`src/rtl/sh7604_pkg.sv`:
```
// Shared types and byte-lane helpers for the SH7604 internal-bus master.
// Lanes are big-endian: address offset 0 is the most significant byte.
package sh7604_pkg;

    typedef enum logic [1:0] {SZ_BYTE = 2'd0, SZ_WORD = 2'd1, SZ_LONG = 2'd2, SZ_RSVD = 2'd3} size_t;
    typedef enum logic {ST_IDLE = 1'b0, ST_ACCESS = 1'b1} state_t;

    localparam logic [7:0] TMO_DEFAULT = 8'd255;

    function automatic logic misaligned(size_t sz, logic [1:0] ofs);
        case (sz)
            SZ_BYTE: misaligned = 1'b0;
            SZ_WORD: misaligned = ofs[0];
            SZ_LONG: misaligned = (ofs != 2'd0);
            default: misaligned = 1'b1;
        endcase
    endfunction

    function automatic logic [3:0] lane_ba(size_t sz, logic [1:0] ofs);
        case (sz)
            SZ_BYTE: lane_ba = 4'b1000 >> ofs;
            SZ_WORD: lane_ba = ofs[1] ? 4'b0011 : 4'b1100;
            default: lane_ba = 4'b1111;
        endcase
    endfunction

    function automatic logic [31:0] rep_data(size_t sz, logic [31:0] di);
        case (sz)
            SZ_BYTE: rep_data = {4{di[7:0]}};
            SZ_WORD: rep_data = {2{di[15:0]}};
            default: rep_data = di;
        endcase
    endfunction

    // Pick the addressed lane out of the bus word, right-aligned and zero-extended.
    function automatic logic [31:0] lane_rd(size_t sz, logic [1:0] ofs, logic [31:0] d);
        case (sz)
            SZ_BYTE: begin
                case (ofs)
                    2'd0:    lane_rd = {24'd0, d[31:24]};
                    2'd1:    lane_rd = {24'd0, d[23:16]};
                    2'd2:    lane_rd = {24'd0, d[15:8]};
                    default: lane_rd = {24'd0, d[7:0]};
                endcase
            end
            SZ_WORD: lane_rd = ofs[1] ? {16'd0, d[15:0]} : {16'd0, d[31:16]};
            default: lane_rd = d;
        endcase
    endfunction

endpackage

```
`src/rtl/sh7604_ibus_master.sv`:
```
// SH7604 core-to-internal-bus master: one access at a time, lane steering,
// wait-state counting with timeout, and unmapped-address detection.
module sh7604_ibus_master
    import sh7604_pkg::*;
#(
    parameter logic [7:0] TMO_MAX = TMO_DEFAULT
) (
    input  logic        CLK,
    input  logic        RST,
    input  logic        CE_R,
    input  logic        CE_F,
    input  logic        CORE_REQ,
    input  logic [31:0] CORE_A,
    input  logic [31:0] CORE_DI,
    input  logic        CORE_WE,
    input  logic [1:0]  CORE_SZ,
    output logic [31:0] CORE_DO,
    output logic        CORE_ACK,
    output logic        CORE_BUSY,
    output logic        ADDR_ERR,
    output logic        BUS_ERR,
    output logic [31:0] IBUS_A,
    output logic [31:0] IBUS_DO,
    output logic [3:0]  IBUS_BA,
    output logic        IBUS_WE,
    output logic        IBUS_REQ,
    input  logic [31:0] IBUS_DI,
    input  logic        IBUS_BUSY,
    input  logic        IBUS_ACT
);

    state_t     state, state_nxt;
    logic [7:0] wait_cnt;
    size_t      sz_q;
    logic [1:0] ofs_q;
    logic       req_ok, req_bad, done, tmo;
    size_t      sz_in;

    // The responder samples on CE_F; this side only acts on CE_R.
    logic unused_ce_f;
    assign unused_ce_f = CE_F;

    assign sz_in = size_t'(CORE_SZ);

    always_ff @(posedge CLK) begin
        if (RST)       state <= ST_IDLE;
        else if (CE_R) state <= state_nxt;
    end

    always_comb begin
        state_nxt = state;
        case (state)
            ST_IDLE:   if (req_ok)      state_nxt = ST_ACCESS;
            ST_ACCESS: if (done || tmo) state_nxt = ST_IDLE;
            default:                    state_nxt = ST_IDLE;
        endcase
    end

    always_comb begin
        req_bad   = (state == ST_IDLE) && CORE_REQ &&  misaligned(sz_in, CORE_A[1:0]);
        req_ok    = (state == ST_IDLE) && CORE_REQ && !misaligned(sz_in, CORE_A[1:0]);
        done      = (state == ST_ACCESS) && !IBUS_BUSY;
        tmo       = (state == ST_ACCESS) && IBUS_BUSY && (wait_cnt == TMO_MAX);
        CORE_BUSY = (state == ST_ACCESS);
    end

    always_ff @(posedge CLK) begin
        if (RST) begin
            IBUS_REQ <= 1'b0;
            IBUS_WE  <= 1'b0;
            IBUS_A   <= '0;
            IBUS_DO  <= '0;
            IBUS_BA  <= '0;
            CORE_DO  <= '0;
            CORE_ACK <= 1'b0;
            ADDR_ERR <= 1'b0;
            BUS_ERR  <= 1'b0;
            wait_cnt <= '0;
            sz_q     <= SZ_BYTE;
            ofs_q    <= '0;
        end else if (CE_R) begin
            CORE_ACK <= done || tmo;
            BUS_ERR  <= tmo || (done && !IBUS_ACT);
            ADDR_ERR <= req_bad;
            if (req_ok) begin
                IBUS_A   <= CORE_A;
                IBUS_WE  <= CORE_WE;
                IBUS_REQ <= 1'b1;
                IBUS_BA  <= lane_ba(sz_in, CORE_A[1:0]);
                IBUS_DO  <= rep_data(sz_in, CORE_DI);
                wait_cnt <= '0;
                sz_q     <= sz_in;
                ofs_q    <= CORE_A[1:0];
            end
            if (done || tmo)
                IBUS_REQ <= 1'b0;
            if ((state == ST_ACCESS) && IBUS_BUSY && !tmo)
                wait_cnt <= wait_cnt + 8'd1;
            // Timeouts and writes leave CORE_DO alone; unmapped reads return zero.
            if (done && !IBUS_WE)
                CORE_DO <= IBUS_ACT ? lane_rd(sz_q, ofs_q, IBUS_DI) : 32'd0;
        end
    end

endmodule

```
`config.mk`:
```
export PLATFORM = sky130hd
export DESIGN_NAME = sh7604_ibus_master
export DESIGN_NICKNAME = d
export VERILOG_FILES = /design/src/rtl/sh7604_pkg.sv /design/src/rtl/sh7604_ibus_master.sv
export SDC_FILE = /design/constraint.sdc
export NUM_CORES = 1
export LEC_CHECK = 0
export CORE_AREA = 2 2 117 119
export CTS_BUF_LIST = sky130_fd_sc_hd__clkbuf_2
export CTS_CLUSTER_SIZE = 28
export DETAILED_ROUTE_END_ITERATION = 7
export DIE_AREA = 0 0 119 121
export PLACE_DENSITY = 0.79
export SLEW_MARGIN = 5
export SYNTH_ARGS = -nofsm -noshare
export SYNTH_HDL_FRONTEND = slang
export SYNTH_SLANG_ARGS = --single-unit
```
`constraint.sdc`:
```
create_clock -name CLK -period 2.1 [get_ports CLK]
set_input_delay 0.42 -clock CLK [delete_from_list [all_inputs] [get_ports CLK]]
set_output_delay 0.42 -clock CLK [all_outputs]
set_load 0.05 [all_outputs]
```
# After elaboration in Yosys (flattened, before gate mapping)
# Cells that the tools add are included.
dict set report totals {
  register_bits 118
  input_bits 106
  out_inout_bits 106
  wordCells 63
}
dict set report classes {
  n_addsub 1
  n_eq_ne 6
  shift 1
  mux 15
  n_bitwise 1
  reduce_logical 26
}
# op n
set op_table {}
lappend op_table {{$pmux W32 S2} 2}
lappend op_table {{$mux W32} 1}
lappend op_table {{$pmux W8 S3} 1}
lappend op_table {{$mux W16} 1}
lappend op_table {{$mux W8} 2}
lappend op_table {{$logic_and A1 B1 Y1} 9}
lappend op_table {{$add A8 B1 Y8 const B} 1}
lappend op_table {{$eq A8 B8 Y1 const B} 1}
lappend op_table {{$pmux W4 S2} 1}
lappend op_table {{$reduce_and A2 Y1} 4}
lappend op_table {{$eq A2 B1 Y1 const B} 3}
lappend op_table {{$logic_not A2 Y1} 3}
lappend op_table {{$reduce_bool A2 Y1} 3}
lappend op_table {{$logic_not A1 Y1} 5}
lappend op_table {{$eq A2 B2 Y1 const B} 2}
lappend op_table {{$mux W1} 4}
lappend op_table {{$mux W4} 1}
lappend op_table {{$shr A4 B2 Y4 const A} 1}
lappend op_table {{$pmux W1 S3} 1}
lappend op_table {{$logic_or A1 B1 Y1} 2}
lappend op_table {{$pmux W1 S2} 1}
lappend op_table {{$not A1 Y1} 1}

# Depth between registers and ports, before layout
dict set report logic_depth {
  ltp_word 6
  ltp_mapped 8
  ltp_nobuf 5
}

# Least setup slack after synthesis
# Ideal clock, no wire load.
dict set report synth_path {
  kind {register to register}
  start {reg state (netlist: CORE_BUSY)}
  end {reg CORE_DO[3]}
  setup_ns 0.117
  t_arrival_ns 1.707
  required_ns 1.983
  path_slack_ns 0.276
  stages_incl_launch_ff 6
  n_path_buf 2
  synth_period_minus_slack_ns 1.824
  path_cell_list {dfxtp_1 nand2_1 or3_1 clkbuf_1 clkbuf_1 a32o_1}
}
dict set report synth_between {
  elab_chain_cells 3
}
# item line
set synth_rtl {}
lappend synth_rtl {{from (decl)} sh7604_ibus_master.sv:32} ;# state_t state, state_nxt;
lappend synth_rtl {{from (signal assigned)} sh7604_ibus_master.sv:47} ;# else if (CE_R) state <= state_nxt;
lappend synth_rtl {{$logic_and A1 B1 Y1} sh7604_ibus_master.sv:62} ;# done = (state == ST_ACCESS) && !IBUS_BUSY;
lappend synth_rtl {{$logic_and A1 B1 Y1} sh7604_ibus_master.sv:100} ;# if (done && !IBUS_WE)
lappend synth_rtl {{$reduce_and A2 Y1 (no line)} -}
lappend synth_rtl {{to (signal assigned)} sh7604_ibus_master.sv:101} ;# CORE_DO <= IBUS_ACT ? lane_rd(sz_q, ofs_q, IBUS_DI) : 32'd0;
lappend synth_rtl {{to (decl)} sh7604_ibus_master.sv:17} ;# output logic [31:0] CORE_DO,
# No other way between the ends.
# A chain may end at the register's enable or synchronous reset.

# Worst setup path in the final report
dict set report layout_path {
  start {reg CORE_DO[6]}
  end {out CORE_DO[6]}
}
# No word-level cell between the ends.

==> results.txt <==
worst path required time -> 1.68 ns
number of global-route vias before repair -> 5215
initial antenna violation count -> 0
GRT Overall Usage -> 23.2%
Switching Share -> 30.6%
endpoints failing hold -> 0
crit end category -> primary output
Setup crit start kind -> flip-flop
die extent in x -> 119 um
delay-heaviest family, CP -> buffers and inverters
Setup violations, final -> 0
CP Class -> reg -> out
Post-synth ARST share -> 0%
Synthesis Warnings -> 0
Vias/cell -> 5.22
worst path cell trace -> clkdlybuf4s15_1
CP max FO -> 2
Area Overhead vs Synth -> 44.4%
storage element area -> 0.00232 mm2
Sink Count -> 116
EDFF count, synth -> 0
Mapped Nets -> 756
# IOs -> 212
GR Overflow Total -> 0
WL/cell -> 15.7 um
status -> finished clean
Post-CTS Setup Inserts -> 0
nets@finish -> 964
Seq pwr share -> 48.6%
Synth cell types -> 41
unrepaired setup endpoints after global routing -> false
Iter 0 DRT Violations -> 415
clk buf depth -> 2
TritonCTS clock tree -> done
IO buf count -> 210
worst-margin pin slew -> 0.534 ns
Logic pwr share -> 18.7%
LEAKAGE -> 2.80 nW
H-tree depth -> 4
Final Util -> 56.7%
Clk network pwr share -> 32.7%
synthesized area per cell -> 7.92 um2
clk root buf -> clkbuf_2
Row Count -> 42
largest net degree at the start of global routing -> 45
final WL -> 16500 um
Die H -> 121 um
Max stage delay on crit path -> 0.51 ns
via count -> 5456
Cell Pwr Density -> 638 mW/mm2
filler instances -> 1262
hold buffers post-CTS -> 0
gpl congestion -> 0.808
first-pass GRT wire length -> 26200 um
fmax -> 503 MHz
WP data arrival -> 1.57 ns
Mapped Area -> 0.00514 mm2
Internal Power -> 3.29 mW
DRC Markers -> 0
HPWL after DPL -> 11900 um
max-slew violations -> 0
Critical-path top delay cell -> clkdlybuf4s15_1
Tcrit/Tclk final -> 94.7%
Synth Flop Type -> dfxtp_1
Hold WS -> 0.0934 ns
#FFs+latches synth -> 116
first-pass detailed-route iteration total -> 5
diode count -> 0
Core Box Area -> 0.0131 mm2
full die area -> 0.0144 mm2
Max-slew headroom -> 64.3%
VDD IR max -> 342 uV
Cells after Synth -> 649
Multi-input gate area -> 0.00257 mm2
share of cells above drive strength 1 -> 18.7%
clk_lat worst skew -> 0.72 ns
Final ANT Viol Nets -> 0
net switching power -> 1.45 mW
total negative slack -> 0 ns
initial cell density of the core -> 39.3%
Worst Path Buf+Inv -> 1
Max Cap Violations -> 0
Post-CTS Resized -> 123
HP Class -> in -> reg
Seq/Total Area, Yosys -> 45.2%
skew final -> 0.0339 ns
Period minus WS final -> 1.99 ns
Num CTS Buffers -> 17
Reg clk slew, reported paths -> 0.16 ns
registers in the layout, indices dropped and copies added, names as in the netlist, 2 cells and up:
name	count
IBUS_A	32
wait_cnt	8
sz_q	2
IBUS_BA	4
CORE_DO	32
IBUS_DO	32
layout by cell type (no fill, tap or decap), drive strengths merged, types with 7 or more instances in the layout:
cell | synthesis | layout
o21ai | 26 | 26
a21oi | 94 | 94
a21o | 8 | 8
nand2 | 154 | 154
o211ai | 8 | 8
nand2b | 9 | 9
mux2i | 26 | 26
nor2 | 25 | 25
clkdlybuf4s15 | 0 | 17
o32ai | 7 | 7
clkdlybuf4s50 | 0 | 103
buf | 22 | 42
nor3 | 7 | 7
a211oi | 10 | 10
a311oi | 11 | 11
and2 | 11 | 11
nand3 | 26 | 26
nor3b | 8 | 8
dfxtp | 116 | 116
or3 | 8 | 8
clkbuf | 35 | 102
layout make-up:
| type | instances | area share (%) |
|---|---|---|
| clock inverters | 14 | 2.18 |
| multi-input cells | 470 | 34.6 |
| well taps | 176 | 2.97 |
| inverters | 6 | 0.304 |
| repair buffers | 246 | 27.4 |
| clock buffers | 18 | 1.21 |
| flip-flops and latches | 116 | 31.3 |
synthesized netlist by cell type, types with 3 or more instances:
cell / number / share of area [%]
a311oi_1: 11 / 1.9
dfxtp_1: 116 / 45
and2_1: 11 / 1.3
nor2_1: 25 / 1.8
nor3_1: 6 / 0.58
a21o_1: 8 / 1.2
nand2_1: 154 / 11
o32ai_1: 7 / 1.2
a211oi_1: 10 / 1.5
inv_1: 5 / 0.37
or2_2: 3 / 0.37
nor3b_1: 8 / 1.2
o211ai_1: 8 / 1.2
mux2i_1: 26 / 5.1
nand2b_1: 9 / 1.1
a32o_1: 6 / 1.2
or3_1: 8 / 0.97
buf_2: 20 / 1.9
nor2b_1: 6 / 0.73
o21bai_1: 3 / 0.44
nand3_1: 26 / 2.5
a21oi_1: 94 / 9.2
o21ai_0: 25 / 2.4
clkbuf_1: 33 / 2.4
worst paths after layout:
| path | from | end | slack (ns) | cells after the start |
|---|---|---|---|---|
| worst max register to register | sz_q[0]$_SDFFE_PP0P_ | CORE_DO[6]$_SDFFE_PP0P_ | 0.42 | 4 |
| worst min-delay path | RST | IBUS_REQ$_SDFFE_PP0P_ | 0.09 | 2 |
| worst min register to register | CORE_DO[0]$_SDFFE_PP0P_ | CORE_DO[0]$_SDFFE_PP0P_ | 0.46 | 2 |
| worst max-delay path | CORE_DO[6]$_SDFFE_PP0P_ | CORE_DO[6] | 0.11 | 1 |
metrics by stage:
step	power, mW	cells	worst slack, ns	instance area [um2]
global route	4.96	1046	0.000694	7420
global placement	3.27	1014	-0.0332	7590
floorplan	2.82	649	0.276	5140
finish	4.73	1046	0.112	7420
detailed placement	3.28	1014	-0.0984	7590
CTS	4.80	1046	0.0000185	7740
routing by layer:
| layer | vias up | global-route usage (%) | wire length (um) | share of wire (%) |
|---|---|---|---|---|
| li1 | 2672 | - | - | - |
| met1 | 2495 | 26.6 | 6580 | 40 |
| met2 | 257 | 37.6 | 7610 | 46 |
| met3 | 32 | 10.9 | 1810 | 11 |
| met4 | 0 | 8.71 | 467 | 2.8 |
| met5 | - | 0 | 0 | 0 |
kinds of logic (layout without fill, tap and decap cells):
family	Yosys count	count (layout)	synth area share (%)
muxes	26	26	5.07
and+or+nand+nor	262	262	22.8
AOI/OAI and AO/OA	181	181	21.4
DFF	116	116	45.2
adders and majority gates	1	1	0.244
buffers and inverters	63	284	5.28
power by group through the flow:
stage | clock (mW) | combinational, mW | sequential (mW)
after floorplan | 0 | 0.278 | 2.54
after global placement | 0 | 0.928 | 2.34
after detailed placement | 0 | 0.934 | 2.35
after CTS | 1.59 | 0.905 | 2.30
after global routing | 1.70 | 0.950 | 2.31
final | 1.55 | 0.887 | 2.30
Power figures use the tool's default switching activity.
